## src/rtl/rsa_seq_ctrl_pkg.sv

```systemverilog
// Shared types and constants for the RSA sequencing controller.
package rsa_seq_pkg;

  localparam int          RSA_W        = 16;
  localparam int          RSA_PW       = 8;
  localparam logic [15:0] RSA_ERR_WORD = 16'hDEAD;

  typedef enum logic [1:0] {
    OP_KEYGEN = 2'b00,
    OP_ENC    = 2'b01,
    OP_DEC    = 2'b10,
    OP_RSVD   = 2'b11
  } rsa_op_e;

  typedef enum logic [3:0] {
    IDLE,
    PUB_GO,
    PUB_SETTLE,
    PUB_WAIT,
    PRIV_GO,
    PRIV_SETTLE,
    PRIV_WAIT,
    EXP_GO,
    EXP_SETTLE,
    EXP_WAIT,
    RESP
  } rsa_state_e;

endpackage

```

## src/rtl/rsa_seq_ctrl_if.sv

```systemverilog
// Host command/response channel of the RSA sequencing controller.
interface rsa_seq_ctrl_if;
  import rsa_seq_pkg::*;

  logic              cmd_valid;
  logic              cmd_ready;
  logic [1:0]        cmd_op;
  logic [RSA_PW-1:0] cmd_p;
  logic [RSA_PW-1:0] cmd_q;
  logic [RSA_W-1:0]  cmd_data;
  logic              rsp_valid;
  logic              rsp_ready;
  logic [RSA_W-1:0]  rsp_data;
  logic              rsp_err;

  modport master (
    output cmd_valid, cmd_op, cmd_p, cmd_q, cmd_data, rsp_ready,
    input  cmd_ready, rsp_valid, rsp_data, rsp_err
  );

  modport slave (
    input  cmd_valid, cmd_op, cmd_p, cmd_q, cmd_data, rsp_ready,
    output cmd_ready, rsp_valid, rsp_data, rsp_err
  );

endinterface

```

## src/rtl/rsa_seq_ctrl_timer.sv

```systemverilog
// Wait-state watchdog: up-counter reloaded to zero, saturating with a terminal flag
// after LIMIT counted cycles.
module rsa_seq_timer #(
  parameter int LIMIT = 4096
) (
  input  logic clk,
  input  logic rst_n,
  input  logic load_i,
  input  logic en_i,
  output logic term_o
);

  localparam int CW = $clog2(LIMIT + 1);

  logic [CW-1:0] cnt_q;

  assign term_o = (cnt_q == CW'(LIMIT - 1));

  always_ff @(posedge clk or negedge rst_n) begin
    if (!rst_n) begin
      cnt_q <= '0;
    end else if (load_i) begin
      cnt_q <= '0;
    end else if (en_i && !term_o) begin
      cnt_q <= cnt_q + CW'(1);
    end
  end

endmodule

```

## src/rtl/rsa_seq_ctrl.sv

```systemverilog
// RSA sequencing controller: runs keygen / encrypt / decrypt on the datapath units.
// Optional watchdog on every WAIT state under `define RSA_SEQ_TIMEOUT_EN.
module rsa_seq_ctrl
  import rsa_seq_pkg::*;
#(
  parameter int TIMEOUT_CYCLES = 4096
) (
  input  logic              clk,
  input  logic              rst_n,
  rsa_seq_ctrl_if.slave     host,
  output logic              keys_valid,
  output logic [RSA_PW-1:0] key_e,
  output logic [RSA_W-1:0]  key_n,
  output logic [RSA_PW-1:0] dp_p,
  output logic [RSA_PW-1:0] dp_q,
  output logic              pub_start,
  input  logic              pub_finish,
  input  logic [RSA_PW-1:0] pub_e,
  output logic              priv_start,
  input  logic              priv_finish,
  input  logic [RSA_W-1:0]  priv_d,
  input  logic [RSA_W-1:0]  priv_n,
  output logic              mx_start,
  input  logic              mx_finish,
  input  logic [RSA_W-1:0]  mx_result,
  output logic [RSA_W-1:0]  mx_base,
  output logic [RSA_W-1:0]  mx_exp,
  output logic [RSA_W-1:0]  mx_mod
);

  rsa_state_e        state_q, state_d;
  rsa_op_e           op_q;
  logic              cmd_ready_q;
  logic              keys_valid_q;
  logic [RSA_PW-1:0] key_e_q, p_q, q_q;
  logic [RSA_W-1:0]  key_n_q, key_d_q, data_q, rsp_data_q;
  logic              rsp_err_q;
  logic              cmd_fire, is_keygen, accept_err, wait_tmo;

  assign cmd_fire   = host.cmd_valid && cmd_ready_q;
  assign is_keygen  = (host.cmd_op == OP_KEYGEN);
  // Operand checks use the live command so an error reaches RESP on the accept edge.
  assign accept_err = is_keygen
                    ? ((host.cmd_p < 8'd2) || (host.cmd_q < 8'd2))
                    : (!keys_valid_q || (host.cmd_data >= key_n_q) || (host.cmd_op == OP_RSVD));

`ifdef RSA_SEQ_TIMEOUT_EN
  logic in_wait;
  assign in_wait = (state_q == PUB_WAIT) || (state_q == PRIV_WAIT) || (state_q == EXP_WAIT);

  rsa_seq_timer #(.LIMIT(TIMEOUT_CYCLES)) u_timer (
    .clk    (clk),
    .rst_n  (rst_n),
    .load_i (!in_wait),
    .en_i   (in_wait),
    .term_o (wait_tmo)
  );
`else
  logic unused_timeout_cfg;
  assign unused_timeout_cfg = (TIMEOUT_CYCLES > 0);
  assign wait_tmo           = 1'b0;
`endif

  // NOTE: every variable gets a default first so no path through the case infers a latch.
  always_comb begin
    state_d = state_q;
    unique case (state_q)
      IDLE:        if (cmd_fire) state_d = accept_err ? RESP : (is_keygen ? PUB_GO : EXP_GO);
      PUB_GO:      state_d = PUB_SETTLE;
      PUB_SETTLE:  state_d = PUB_WAIT;
      PUB_WAIT:    if (pub_finish) state_d = PRIV_GO;
                   else if (wait_tmo) state_d = RESP;
      PRIV_GO:     state_d = PRIV_SETTLE;
      PRIV_SETTLE: state_d = PRIV_WAIT;
      PRIV_WAIT:   if (priv_finish || wait_tmo) state_d = RESP;
      EXP_GO:      state_d = EXP_SETTLE;
      EXP_SETTLE:  state_d = EXP_WAIT;
      EXP_WAIT:    if (mx_finish || wait_tmo) state_d = RESP;
      RESP:        if (host.rsp_ready) state_d = IDLE;
      default:     state_d = IDLE;
    endcase
  end

  // NOTE: sequential state uses non-blocking assignments so every register sees pre-edge values.
  always_ff @(posedge clk or negedge rst_n) begin
    if (!rst_n) begin
      state_q     <= IDLE;
      cmd_ready_q <= 1'b0;
    end else begin
      state_q     <= state_d;
      cmd_ready_q <= (state_d == IDLE);
    end
  end

  always_ff @(posedge clk or negedge rst_n) begin
    if (!rst_n) begin
      op_q         <= OP_KEYGEN;
      p_q          <= '0;
      q_q          <= '0;
      data_q       <= '0;
      keys_valid_q <= 1'b0;
      key_e_q      <= '0;
      key_n_q      <= '0;
      key_d_q      <= '0;
      rsp_data_q   <= '0;
      rsp_err_q    <= 1'b0;
    end else begin
      unique case (state_q)
        IDLE: if (cmd_fire) begin
          op_q      <= rsa_op_e'(host.cmd_op);
          p_q       <= host.cmd_p;
          q_q       <= host.cmd_q;
          data_q    <= host.cmd_data;
          rsp_err_q <= accept_err;
          if (accept_err) rsp_data_q <= RSA_ERR_WORD;
          // Keys are overwritten piecewise during keygen, so they are not valid meanwhile.
          if (is_keygen) keys_valid_q <= 1'b0;
        end
        PUB_WAIT: if (pub_finish) begin
          key_e_q <= pub_e;
        end else if (wait_tmo) begin
          rsp_err_q  <= 1'b1;
          rsp_data_q <= RSA_ERR_WORD;
        end
        PRIV_WAIT: if (priv_finish) begin
          key_d_q      <= priv_d;
          key_n_q      <= priv_n;
          keys_valid_q <= 1'b1;
          rsp_data_q   <= priv_n;
        end else if (wait_tmo) begin
          rsp_err_q  <= 1'b1;
          rsp_data_q <= RSA_ERR_WORD;
        end
        EXP_WAIT: if (mx_finish) begin
          rsp_data_q <= mx_result;
        end else if (wait_tmo) begin
          rsp_err_q  <= 1'b1;
          rsp_data_q <= RSA_ERR_WORD;
        end
        default: ;
      endcase
    end
  end

  assign host.cmd_ready = cmd_ready_q;
  assign host.rsp_valid = (state_q == RESP);
  assign host.rsp_data  = rsp_data_q;
  assign host.rsp_err   = rsp_err_q;

  assign keys_valid = keys_valid_q;
  assign key_e      = key_e_q;
  assign key_n      = key_n_q;
  assign dp_p       = p_q;
  assign dp_q       = q_q;
  assign pub_start  = (state_q == PUB_GO);
  assign priv_start = (state_q == PRIV_GO);
  assign mx_start   = (state_q == EXP_GO);
  assign mx_base    = data_q;
  assign mx_exp     = (op_q == OP_DEC) ? key_d_q : {8'h00, key_e_q};
  assign mx_mod     = key_n_q;

endmodule

```

## src/flat_wrapper.sv

```systemverilog
// flat-port wrapper written by rule: the top's interface ports become plain ports
module rsa_seq_ctrl_flat import rsa_seq_pkg::*;
#(
  parameter int TIMEOUT_CYCLES = 4096
)
  (clk, rst_n, keys_valid, key_e, key_n, dp_p, dp_q, pub_start, pub_finish, pub_e, priv_start, priv_finish, priv_d, priv_n, mx_start, mx_finish, mx_result, mx_base, mx_exp, mx_mod, host_cmd_valid, host_cmd_op, host_cmd_p, host_cmd_q, host_cmd_data, host_rsp_ready, host_cmd_ready, host_rsp_valid, host_rsp_data, host_rsp_err);
  rsa_seq_ctrl_if host_i ();
  input  logic clk;
  input  logic rst_n;
  output logic keys_valid;
  output logic [RSA_PW-1:0] key_e;
  output logic [RSA_W-1:0] key_n;
  output logic [RSA_PW-1:0] dp_p;
  output logic [RSA_PW-1:0] dp_q;
  output logic pub_start;
  input  logic pub_finish;
  input  logic [RSA_PW-1:0] pub_e;
  output logic priv_start;
  input  logic priv_finish;
  input  logic [RSA_W-1:0] priv_d;
  input  logic [RSA_W-1:0] priv_n;
  output logic mx_start;
  input  logic mx_finish;
  input  logic [RSA_W-1:0] mx_result;
  output logic [RSA_W-1:0] mx_base;
  output logic [RSA_W-1:0] mx_exp;
  output logic [RSA_W-1:0] mx_mod;
  input wire logic [$bits(host_i.cmd_valid)-1:0] host_cmd_valid;
  input wire logic [$bits(host_i.cmd_op)-1:0] host_cmd_op;
  input wire logic [$bits(host_i.cmd_p)-1:0] host_cmd_p;
  input wire logic [$bits(host_i.cmd_q)-1:0] host_cmd_q;
  input wire logic [$bits(host_i.cmd_data)-1:0] host_cmd_data;
  input wire logic [$bits(host_i.rsp_ready)-1:0] host_rsp_ready;
  output wire logic [$bits(host_i.cmd_ready)-1:0] host_cmd_ready;
  output wire logic [$bits(host_i.rsp_valid)-1:0] host_rsp_valid;
  output wire logic [$bits(host_i.rsp_data)-1:0] host_rsp_data;
  output wire logic [$bits(host_i.rsp_err)-1:0] host_rsp_err;
  assign host_i.cmd_valid = host_cmd_valid;
  assign host_i.cmd_op = host_cmd_op;
  assign host_i.cmd_p = host_cmd_p;
  assign host_i.cmd_q = host_cmd_q;
  assign host_i.cmd_data = host_cmd_data;
  assign host_i.rsp_ready = host_rsp_ready;
  assign host_cmd_ready = host_i.cmd_ready;
  assign host_rsp_valid = host_i.rsp_valid;
  assign host_rsp_data = host_i.rsp_data;
  assign host_rsp_err = host_i.rsp_err;
  rsa_seq_ctrl #(.TIMEOUT_CYCLES(TIMEOUT_CYCLES)) u_core (.clk(clk), .rst_n(rst_n), .host(host_i), .keys_valid(keys_valid), .key_e(key_e), .key_n(key_n), .dp_p(dp_p), .dp_q(dp_q), .pub_start(pub_start), .pub_finish(pub_finish), .pub_e(pub_e), .priv_start(priv_start), .priv_finish(priv_finish), .priv_d(priv_d), .priv_n(priv_n), .mx_start(mx_start), .mx_finish(mx_finish), .mx_result(mx_result), .mx_base(mx_base), .mx_exp(mx_exp), .mx_mod(mx_mod));
endmodule
```

## config.mk

```make
export PLATFORM = sky130hd
export DESIGN_NAME = rsa_seq_ctrl_flat
export DESIGN_NICKNAME = d
export VERILOG_FILES = /design/src/rtl/rsa_seq_ctrl_pkg.sv /design/src/rtl/rsa_seq_ctrl_if.sv /design/src/rtl/rsa_seq_ctrl_timer.sv /design/src/rtl/rsa_seq_ctrl.sv /design/src/flat_wrapper.sv
export SDC_FILE = /design/constraint.sdc
export NUM_CORES = 1
export LEC_CHECK = 0
export CORE_UTILIZATION = 42
export DETAILED_ROUTE_END_ITERATION = 10
export PLACE_DENSITY = 0.77
export SYNTH_ARGS = -nofsm -noshare
export SYNTH_HDL_FRONTEND = slang
export SYNTH_HIERARCHICAL = 1
export SYNTH_SLANG_ARGS = --single-unit
```

## constraint.sdc

```tcl
create_clock -name clk -period 3 [get_ports clk]
set_clock_uncertainty 0.2 [all_clocks]
set_input_delay 0.45 -clock clk [delete_from_list [all_inputs] [get_ports clk]]
set_output_delay 0.45 -clock clk [all_outputs]
set_load 0.005 [all_outputs]
```

# Word-level counts from Yosys, hierarchy flattened
# Cells that the tools add are included.
dict set report classes {
  magnitude_cmp 3
  n_eq_ne 17
  muxes 19
  reduce_logical 15
}
# op count
set op_table {}
lappend op_table {{$mux W16} 5}
lappend op_table {{$pmux W16 S3} 1}
lappend op_table {{$pmux W4 S11} 1}
lappend op_table {{$mux W4} 6}
lappend op_table {{$eq A4 B3 Y1 const B} 4}
lappend op_table {{$ge A16 B16 Y1} 1}
lappend op_table {{$lt A8 B2 Y1 const B} 2}
lappend op_table {{$eq A4 B4 Y1 const B} 3}
lappend op_table {{$eq A4 B2 Y1 const B} 2}
lappend op_table {{$logic_not A4 Y1} 2}
lappend op_table {{$ne A2 B1 Y1 const B} 3}
lappend op_table {{$reduce_and A2 Y1} 3}
lappend op_table {{$reduce_and A5 Y1} 1}
lappend op_table {{$eq A2 B2 Y1 const B} 2}
lappend op_table {{$eq A4 B1 Y1 const B} 1}
lappend op_table {{$mux W1} 4}
lappend op_table {{$ne A2 B2 Y1 const B} 2}
lappend op_table {{$reduce_and A4 Y1} 1}
lappend op_table {{$logic_or A1 B1 Y1} 3}
lappend op_table {{$mux W3} 1}
lappend op_table {{$reduce_bool A3 Y1} 1}
lappend op_table {{$logic_not A2 Y1} 1}
lappend op_table {{$pmux W1 S2} 1}
lappend op_table {{$reduce_bool A2 Y1} 1}
lappend op_table {{2 further kinds} 2}
dict set report word_totals {
  regBits 97
  in_bits 97
  elab_cells 66
  out_inout_bits 111
}

# Depth between registers and ports, before layout
dict set report depth {
  word_depth 8
  ltp_mapped 9
  ltp_nobuf 8
}

# Least setup slack after synthesis
# No wires, ideal clock.
dict set report synth_timing {
  kind {input to register}
  startpoint {input host_cmd_data[0]}
  endpoint {register u_core.rsp_data_q[13] (netlist: u_core/host.rsp_data[13])}
  arrival_time_ps 2075
  stages 8
  path_slack_ps 600
  setup_time_ps 125
  path_buffers 0
  path_cell_list {inv_1 > ha_1 > nand2b_1 > a2111o_1 > a211oi_1 > o31a_2 > a22oi_4 > mux2_4}
}
dict set report synth_via {
  elab_chain_len 6
}
# element line
set synth_rtl {}
lappend synth_rtl {{start, declared} flat_wrapper.sv:32} ;# input wire logic [$bits(host_i.cmd_data)-1:0] host_cmd_data;
lappend synth_rtl {{$ge A16 B16 Y1} rsa_seq_ctrl.sv:45} ;# : (!keys_valid_q || (host.cmd_data >= key_n_q) || (host.cmd_op == OP_RSVD));
lappend synth_rtl {{$logic_or A1 B1 Y1 (2 in series)} rsa_seq_ctrl.sv:45}
lappend synth_rtl {{$mux W1} rsa_seq_ctrl.sv:44} ;# ? ((host.cmd_p < 8'd2) || (host.cmd_q < 8'd2))
lappend synth_rtl {{$ne A2 B1 Y1 (no line)} n/a}
lappend synth_rtl {{$reduce_and A5 Y1 (no line)} n/a}
lappend synth_rtl {{end signal, assigned} rsa_seq_ctrl.sv:129} ;# rsp_data_q <= priv_n;
lappend synth_rtl {{end signal, assigned} rsa_seq_ctrl.sv:135} ;# rsp_data_q <= mx_result;
lappend synth_rtl {{end, declared} rsa_seq_ctrl.sv:36} ;# logic [RSA_W-1:0] key_n_q, key_d_q, data_q, rsp_data_q;
# No other way between the ends.
# A chain may end at the register's enable or synchronous reset.

# Worst setup path after layout
dict set report layout_timing {
  startpoint {input host_cmd_data[0]}
  endpoint {register u_core.rsp_data_q[5] (netlist: u_core/host.rsp_data[5])}
}
# The elaborated chain is that of the path after synthesis.

==> metrics.txt <==
Die Height=108.0 um; vias in the first global route=3862; area grow syn2layout=50.16%; leakage power figure=3.051 nW; Mapped Area=4715 um2; Clock transition at path regs=0.10 ns; Die W=108.0 um; synth top area cells=dfrtp_1 51%, mux2_2 20%, ha_1 4.2%; WP data arrival=2.74 ns; Mean Syn Cell Area=12.95 um2; CTS tree=done; starting density of the core=43.30%; drt initial violations=119; slowest stage delay, CP=0.48 ns; area leader, netlist=dfrtp_1; ANT cells=0; DP Worst Slack=-0.04948 ns; Synthesized Nets=477; vias per cell=5.150; hpwl dp=9769 um; WP data required=3.05 ns; cells along the critical path=clkdlybuf4s50_1 > inv_1 > ha_1 > nand2b_1 > a2111o_1 > a211oi_1 > o31a_2 > a22oi_4 > buf_4 > o21a_1; PortBufs=207; cells after synthesis=364; Cell variety after synth=53; CTS Buf Count=9; htree depth=3; Die ar.=11650 um2; routed length on met2=6472 um; WL met3=769 um; Async SR Flop Fraction=100.0%; EDFF count, synth=0; Setup Viol. Count Final=0; Post-CTS Setup Inserts=0; fin. max-slew vios=0; CP Max Fanout=7; clk buf depth=2; initial antenna violation count=0; final hold slack=0.3024 ns; outcome=finished clean; Met1 Wirelength=5184 um; Top FF cell, synth=dfrtp_1; CP startpoint=host_cmd_data[0]; # clock sinks=97; Synth Register Bits=97; min-delay src=u_core/host.rsp_data[0]$_DFFE_PN0P_; final worst path period need=2.682 ns; Antenna Nets Post-Route=0; Synth warnings=6; Final nets=674; total global-route track usage=22.27%; drt first pass iters=5; Max-Cap Viols=0; Via Count=3636; worst flop-to-flop path endpoint=u_core/host.rsp_data[5]$_DFFE_PN0P_; crit start category=primary input; Rel. slew slack=55.00%; later-pin clock latency in the skew report=0.36 ns; Fmax achieved=372.9 MHz; cell area power density=918.8 nW/um2; Final GP Congestion=0.8050; Worst VDD drop=0.4488 mV; Yosys top cell area share=51.49%; R2R setup slack=0.41 ns; WL final=12810 um; crit path max-delay cell type=clkdlybuf4s50_1; top sig layer=met4; ratio of cells with drive above 1 in the final layout=22.61%; Root Buffer=clkbuf_8; Hold Crit Depth=1; largest net degree at the start of global routing=56; Least-Margin Pin Slew=0.6749 ns; GRT overflow=0; RSZ-0062 raised after global routing=no; PnR worst setup slack=0.3180 ns; final core utilization=65.02%; # rows=38; reg2reg start=u_core/key_n[0]$_DFFE_PN0P_; R2R depth=8; critical path type=primary input to flip-flop; Hold Path Class=flip-flop to flip-flop; hold endpoint=u_core/host.rsp_data[0]$_DFFE_PN0P_; drt drc=0; final-report hold violation count=0; first-pass GRT wire length=19590 um; area of the core=10890 um2; number of I/O pins=208; critical path endpoint category=flip-flop; DR WL/cell=18.14 um; Seq/Total Area, Yosys=51.49%; fin crit share=89.40%
[kinds of logic (layout without fill, tap and decap cells)]
kind of cell	count (synthesis)	in the layout	synth area share, %
simple gates	48	48	6.317
buf+inv	54	256	5.971
flops	97	97	51.49
fa+ha+maj	16	16	4.246
compound gates	62	62	10.80
mux	87	87	21.18
[per-stage QoR]
stage               TNS, ns  std cells  power [mW]  cell area (um2)
floorplan                 0        364       3.863             4715
CTS                       0        706       6.575             7079
global route              0        706       6.934             7079
finish                    0        706       6.504             7079
global placement          0        689       5.592             6874
detailed placement  -0.4350        689       5.703             6874
[cells in the mapped netlist (all sizes together), types with 2 or more instances]
cell type	instances
mux2	87
nand4	2
dfrtp	97
a21o	3
a21oi	8
nand2	9
nor4bb	2
buf	24
clkbuf	11
nor3b	2
a211oi	2
ha	16
and2	8
inv	19
nand2b	2
o21a	12
o211ai	2
nor2b	2
a22o	5
nor3	2
a221o	11
nand3	3
or2	2
o21ai	7
nor2	6
[flip-flops by register name (all words and copies together), names as in the netlist]
name,count
u_core/host.rsp_data,16
u_core/key_d_q,16
u_core/key_n,16
u_core/mx_base,16
u_core/dp_p,8
u_core/dp_q,8
u_core/key_e,8
u_core/state_q,4
u_core/op_q,2
u_core/host.cmd_ready,1
u_core/host.rsp_err,1
u_core/keys_valid,1
[critical path: cells and delay by family]
family | cells | cell delay (ns)
compound gates | 5 | 1.15
fa+ha+maj | 1 | 0.25
buf+inv | 3 | 0.75
simple gates | 1 | 0.14
[worst max path at each step]
| stage | to | cells after the start |
|---|---|---|
| after floorplan | u_core/host.rsp_data[13]$_DFFE_PN0P_ | 8 |
| after global placement | u_core/host.rsp_data[2]$_DFFE_PN0P_ | 10 |
| after detailed placement | u_core/host.rsp_data[5]$_DFFE_PN0P_ | 10 |
| after CTS | u_core/host.rsp_data[5]$_DFFE_PN0P_ | 10 |
| after global routing | u_core/host.rsp_data[5]$_DFFE_PN0P_ | 10 |
| final | u_core/host.rsp_data[5]$_DFFE_PN0P_ | 10 |
[per-layer routing]
layer | GRT usage, % | up-vias
met5 | 0 | -
met4 | 10.27 | 0
met3 | 4.641 | 30
met2 | 37.99 | 141
met1 | 26.92 | 1771
li1 | - | 1694
[cell usage in the layout, fill, tap and decap left out, types with 2 or more instances in the layout]
cell / instances
nand2_1: 8
nand4_1: 2
nor2_1: 6
clkinvlp_4: 3
nor2b_1: 2
buf_4: 13
ha_1: 16
mux2_4: 5
o21ai_0: 6
a221o_1: 11
a21oi_1: 8
and2_1: 8
o211ai_1: 2
clkbuf_8: 9
dfrtp_1: 97
a21o_1: 3
clkinv_2: 2
a22o_1: 5
mux2_2: 82
o21a_1: 12
nand3_1: 3
inv_1: 19
clkdlybuf4s50_1: 206
nand2b_1: 2
a211oi_1: 2
[where the power goes]
group          internal [mW]  switching (mW)  leakage [nW]
Combinational           2.16            1.14          1.75
Sequential              1.92           0.452          1.21
Clock                  0.384           0.458        0.0912
[final cells by class]
type                    count  area, um2
inverters                  19      71.32
fillers                   861       3809
flip-flops and latches     97       2427
clock inverters             7      71.32
repair buffers            221       2190
clock buffers               9      123.9
multi-input cells         213       2021
well taps                 140      175.2
[what timing repair did]
item                                   4_1_cts  5_1_grt
hold buffers                                 1        0
gates resized for setup                      0        0
endpoints found under the hold margin       42        0
No activity file was read; power rests on OpenSTA's default activity.
==> edit 1 (same settings) <==
The 11 states of `rsa_state_e` get a one-hot encoding in 11 bits.
--- a/src/rtl/rsa_seq_ctrl_pkg.sv
+++ b/src/rtl/rsa_seq_ctrl_pkg.sv
@@ -14,14 +14,14 @@
 
-  typedef enum logic [3:0] {
-    IDLE,
-    PUB_GO,
-    PUB_SETTLE,
-    PUB_WAIT,
-    PRIV_GO,
-    PRIV_SETTLE,
-    PRIV_WAIT,
-    EXP_GO,
-    EXP_SETTLE,
-    EXP_WAIT,
-    RESP
+  typedef enum logic [10:0] {
+    IDLE        = 11'b00000000001,
+    PUB_GO      = 11'b00000000010,
+    PUB_SETTLE  = 11'b00000000100,
+    PUB_WAIT    = 11'b00000001000,
+    PRIV_GO     = 11'b00000010000,
+    PRIV_SETTLE = 11'b00000100000,
+    PRIV_WAIT   = 11'b00001000000,
+    EXP_GO      = 11'b00010000000,
+    EXP_SETTLE  = 11'b00100000000,
+    EXP_WAIT    = 11'b01000000000,
+    RESP        = 11'b10000000000
   } rsa_state_e;
Formal check against the unedited RTL: no difference found for any inputs over 10 cycles, from zero or initial values and one cycle with rst_n low; not proved beyond that.
==> edit 1 against the original RTL <==
Setup slack worse by 0.25 ns; sequential share of layout area is 1.8 points lower; cell area is 13% higher; critical endpoint is now u_core/key_e[3]$_DFFE_PN0P_; register-to-register slack worse by 0.34 ns; sequential cell count grew 7; total power down 25%; largest power group unchanged; cell count rose by 23%; die area grew 9.7%; routed wire length up 20%; global-route usage rose by 2.2 points; sequential power fell by 21%; area after synthesis is 9.9% higher; worst hold slack worse by 0.31 ns; critical path depth fell by 2; the run now ends with negative hold slack left; critical path type is now flip-flop to flip-flop; highest routed layer unchanged.
==> edit 1: results (changes against the original RTL) <==
[yosys] complex-gate fraction of the synthesized area 6.665% [-4.1 points]
[power_and_ir_drop] internal power of the cells 3.350 mW [-25%]
[route] M1 wire length 6.105 mm [+18%]
[final_layout] multi-input combinational cell count 322 [+51%]
[min_path] Hold WC Path Type input port to async pin
[route] Routed wire per std cell 17.70 µm [-2.5%]
[power_and_ir_drop] worst vdd rail ir drop 0.0003090 V [-31%]
[final_layout] sequential cells 104 [+7.2%]
[final_layout] proportion of cell area spent on the clock network 3.324% [+0.57 points]
[yosys] mux contribution to synthesized area 14.83% [-6.4 points]
[final_layout] Layout fillers 936 [+8.7%]
[yosys] register area share after synthesis 50.25% [-1.2 points]
[yosys] adder-cell share of the synthesized area 3.864% [-0.38 points]
[sta] number of hold violations in the final report 11 [+11]
[final_layout] multi-input logic portion of the cell area 29.66% [+1.1 points]
[final_layout] multi-input gate area in the final layout 0.002377 mm² [+18%]
[yosys] most used standard cells in the synthesized netlist nand2_1 (121), dfrtp_1 (103), mux2_2 (54), inv_1 (21), clkbuf_1 (19)
[yosys] xor and xnor fraction of the mapped netlist area 0.5071% [+0.51 points]
[grt] met1 GRT Util 27.35% [+0.43 points]
[status] failing checks negative hold slack
[clock_network] Root Buffer Master clkbuf_16
[grt] Total Routing Usage GR 24.44% [+2.2 points]
[final_layout] number of clock buffers in the layout 12 [+3]
[worst_setup_path] delay of the slowest critical-path stage 0.56 ns [+0.08 ns]
[grt] met2 Use GR 43.31% [+5.3 points]
[sta] Post-Route Hold Slack -0.01246 ns [-0.3149 ns]
[final_layout] Post-layout nets 832 [+23%]
[power_and_ir_drop] combinational power 1.90 mW [-42%]
[status] result of the run complete, but fails checks
[route] First DRT Iteration DRCs 207 [+74%]
[placed_design] placed cell area 0.007572 mm² [+10%]
[yosys] syn nets 598 [+25%]
[route] per-cell via count in the routed design 5.197 [+0.92%]
[final_layout] count of non-CTS buffers in the layout 261 [+18%]
[edit 1: worst paths after layout]
check	cells past startpoint	end	slack, ns	start
min	1	u_core/key_n[8]$_DFFE_PN0P_	-0.01	rst_n
min in group clk	2	u_core/mx_base[7]$_DFFE_PN0P_	0.27	u_core/mx_base[7]$_DFFE_PN0P_
max in group asynchronous	2	u_core/state_q[0]$_DFF_PN1_	1.80	rst_n
min reg2reg	2	u_core/mx_base[7]$_DFFE_PN0P_	0.27	u_core/mx_base[7]$_DFFE_PN0P_
max	8	u_core/key_e[3]$_DFFE_PN0P_	0.07	u_core/state_q[10]$_DFF_PN0_
max reg2reg	8	u_core/key_e[3]$_DFFE_PN0P_	0.07	u_core/state_q[10]$_DFF_PN0_
[edit 1: repair_timing]
item	4_1_cts	5_1_grt
cloned	0	2
endpoints found under the setup margin	27	27
gates resized for setup	12	8
pin swaps	2	5
setup buffers	3	3
==> edit 2 (config.mk and constraints unchanged) <==
Made on the original files. Add a define of `RSA_SEQ_TIMEOUT_EN`.
--- a/src/rtl/rsa_seq_ctrl.sv
+++ b/src/rtl/rsa_seq_ctrl.sv
@@ -2,2 +2,4 @@
 // Optional watchdog on every WAIT state under `define RSA_SEQ_TIMEOUT_EN.
+`define RSA_SEQ_TIMEOUT_EN
+
 module rsa_seq_ctrl
Formal check against the unedited RTL: no difference found for any inputs over 10 cycles, from zero or initial values and one cycle with rst_n low; that may be too few to reach the edited logic, so the function may still have changed.
==> edit 2 against the original RTL <==
First-iteration DRC count increased to 3.1 times the old value; area after synthesis increased by 21%; largest power group unchanged; total power increased by 15%; highest routed layer unchanged; synthesized cell count increased by 71%; routed wire length increased by 34%; non-clock buffer count increased by 8; sequential cell count increased by 13; cell area increased by 16%; setup slack got worse by 0.17 ns; combinational power increased by 12%; clock power increased by 44%; sequential share of layout area decreased by 0.64 points.
==> edit 2: results (changes against the original RTL) <==
[sta] worst relative slew slack 52.91% [-2.1 points]
[power_and_ir_drop] worst vdd rail ir drop 0.0005484 V [+22%]
[clock_network] post-CTS clock slew at the launch and capture registers of the worst setup and hold paths 0.07 ns [-0.03 ns]
[worst_setup_path] CP max-delay cell or4_1
[yosys] leading cell types by total area after synthesis dfrtp_1 (48%), nand2_1 (12%), ha_1 (3.7%)
[worst_setup_path] launching instance or port of the critical path host_cmd_data[11]
[grt] largest net degree at the start of global routing 61 [+8.9%]
[worst_setup_path] endpoint of the worst-slack reg-to-reg timing path u_core/host.rsp_data[2]$_DFFE_PN0P_
[route] Routed wire per std cell 17.29 µm [-4.7%]
[placed_design] DP Worst Slack -0.2432 ns [-0.1937 ns]
[worst_setup_path] worst setup slack for register-to-register paths 0.21 ns [-0.20 ns]
[grt] number of global-route vias before repair 5390 [+40%]
[power_and_ir_drop] switching fraction of total power 34.27% [+2.8 points]
[yosys] most used standard cells in the synthesized netlist nand2_1 (186), dfrtp_1 (110), inv_1 (34), o21ai_0 (33), a21oi_1 (24)
[worst_setup_path] delay of the slowest critical-path stage 0.53 ns [+0.05 ns]
[yosys] register area share after synthesis 48.21% [-3.3 points]
[sta] min setup slack post-route 0.1490 ns [-0.1690 ns]
[min_path] startpoint of the lowest-slack hold path u_core/key_d_q[11]$_DFFE_PN0P_
[sta] Post-Route Hold Slack 0.2717 ns [-0.03078 ns]
[route] First DRT Iteration DRCs 364 [+210%]
[grt] Total Routing Usage GR 25.04% [+2.8 points]
[min_path] Worst Hold Depth 2 [+1]
[placed_design] RD Place Congestion 0.8614 [+7.0%]
[status] result of the run complete, no violations
[yosys] distinct cell type count of the synthesized netlist 60 [+13%]
[route] per-cell via count in the routed design 5.347 [+3.8%]
[final_layout] ratio of cells with drive above 1 in the final layout 9.436% [-13 points]
[placed_design] post-DP HPWL 12.97 mm [+33%]
[worst_setup_path] CP arrival 2.90 ns [+0.16 ns]
[final_layout] Layout fillers 1139 [+32%]
[placed_design] placed cell area 0.007875 mm² [+15%]
[yosys] syn nets 735 [+54%]
[power_and_ir_drop] sequential group power 2.57 mW [+8%]
[grt] first-pass GRT wire length 27.46 mm [+40%]
[worst_setup_path] CP Max Fanout 16 [+9]
[min_path] Hold Path End u_core/key_d_q[11]$_DFFE_PN0P_
[final_layout] Post-layout nets 927 [+38%]
[worst_setup_path] top cell family by delay on the critical path simple AND/OR/NAND/NOR gates
[power_and_ir_drop] Static Leak 3.656 nW [+20%]
[clock_network] Root Buffer Master clkbuf_16
-- edit 2: cell types whose count changed in the layout (fill, tap and decap cells not counted), sizes merged, moves of 7 or more --
cell / before / now
a21oi: 8 / 24
a221o: 11 / 4
a221oi: 1 / 11
and3: 1 / 15
buf: 14 / 22
dfrtp: 97 / 110
inv: 19 / 34
mux2: 87 / 16
nand2: 9 / 186
nor2: 6 / 13
o21a: 12 / 0
o21ai: 7 / 33
-- edit 2: layout make-up --
class | count | share of cell area [%]
Clock inverter | 3 | 0.5658
Clock buffer | 11 | 2.967
Inverter | 34 | 1.560
Tap cell | 176 | 2.692
Timing Repair Buffer | 229 | 27.50
Multi-Input combinational cell | 429 | 31.08
Sequential cell | 110 | 33.64
-- edit 2: kinds of logic (layout without fill, tap and decap cells) --
group           Yosys count  count (layout)  synth area share, %
compound gates          110             110                13.68
fa+ha+maj                17              17                3.726
xor+xnor                  4               4               0.6137
simple gates            279             279                22.68
flops                   110             110                48.21
buf+inv                  82             277                7.407
mux                      19              19                3.682
-- edit 2: per-stage QoR --
step | TNS (ns) | total power, mW | utilization [%] | std cells
6_report | 0 | 7.455 | 61.78 | 992
5_1_grt | 0 | 7.936 | 61.78 | 992
4_1_cts | 0 | 7.472 | 61.73 | 992
3_5_place_dp | -3.331 | 6.238 | 59.47 | 977
3_3_place_gp | -2.372 | 6.091 | 59.47 | 977
2_1_floorplan | 0 | 4.282 | - | 621
-- edit 2: routing by layer --
| metal | GRT usage, % | share of wire [%] | vias to the layer above | wire length, µm |
|---|---|---|---|---|
| met4 | 11.16 | 2.6 | 0 | 440 |
| met2 | 41.12 | 48 | 234 | 8227 |
| met3 | 6.757 | 8.1 | 35 | 1395 |
| met1 | 30.77 | 41 | 2554 | 7087 |
| met5 | 0 | 0 | - | 0 |
| li1 | - | - | 2481 | - |
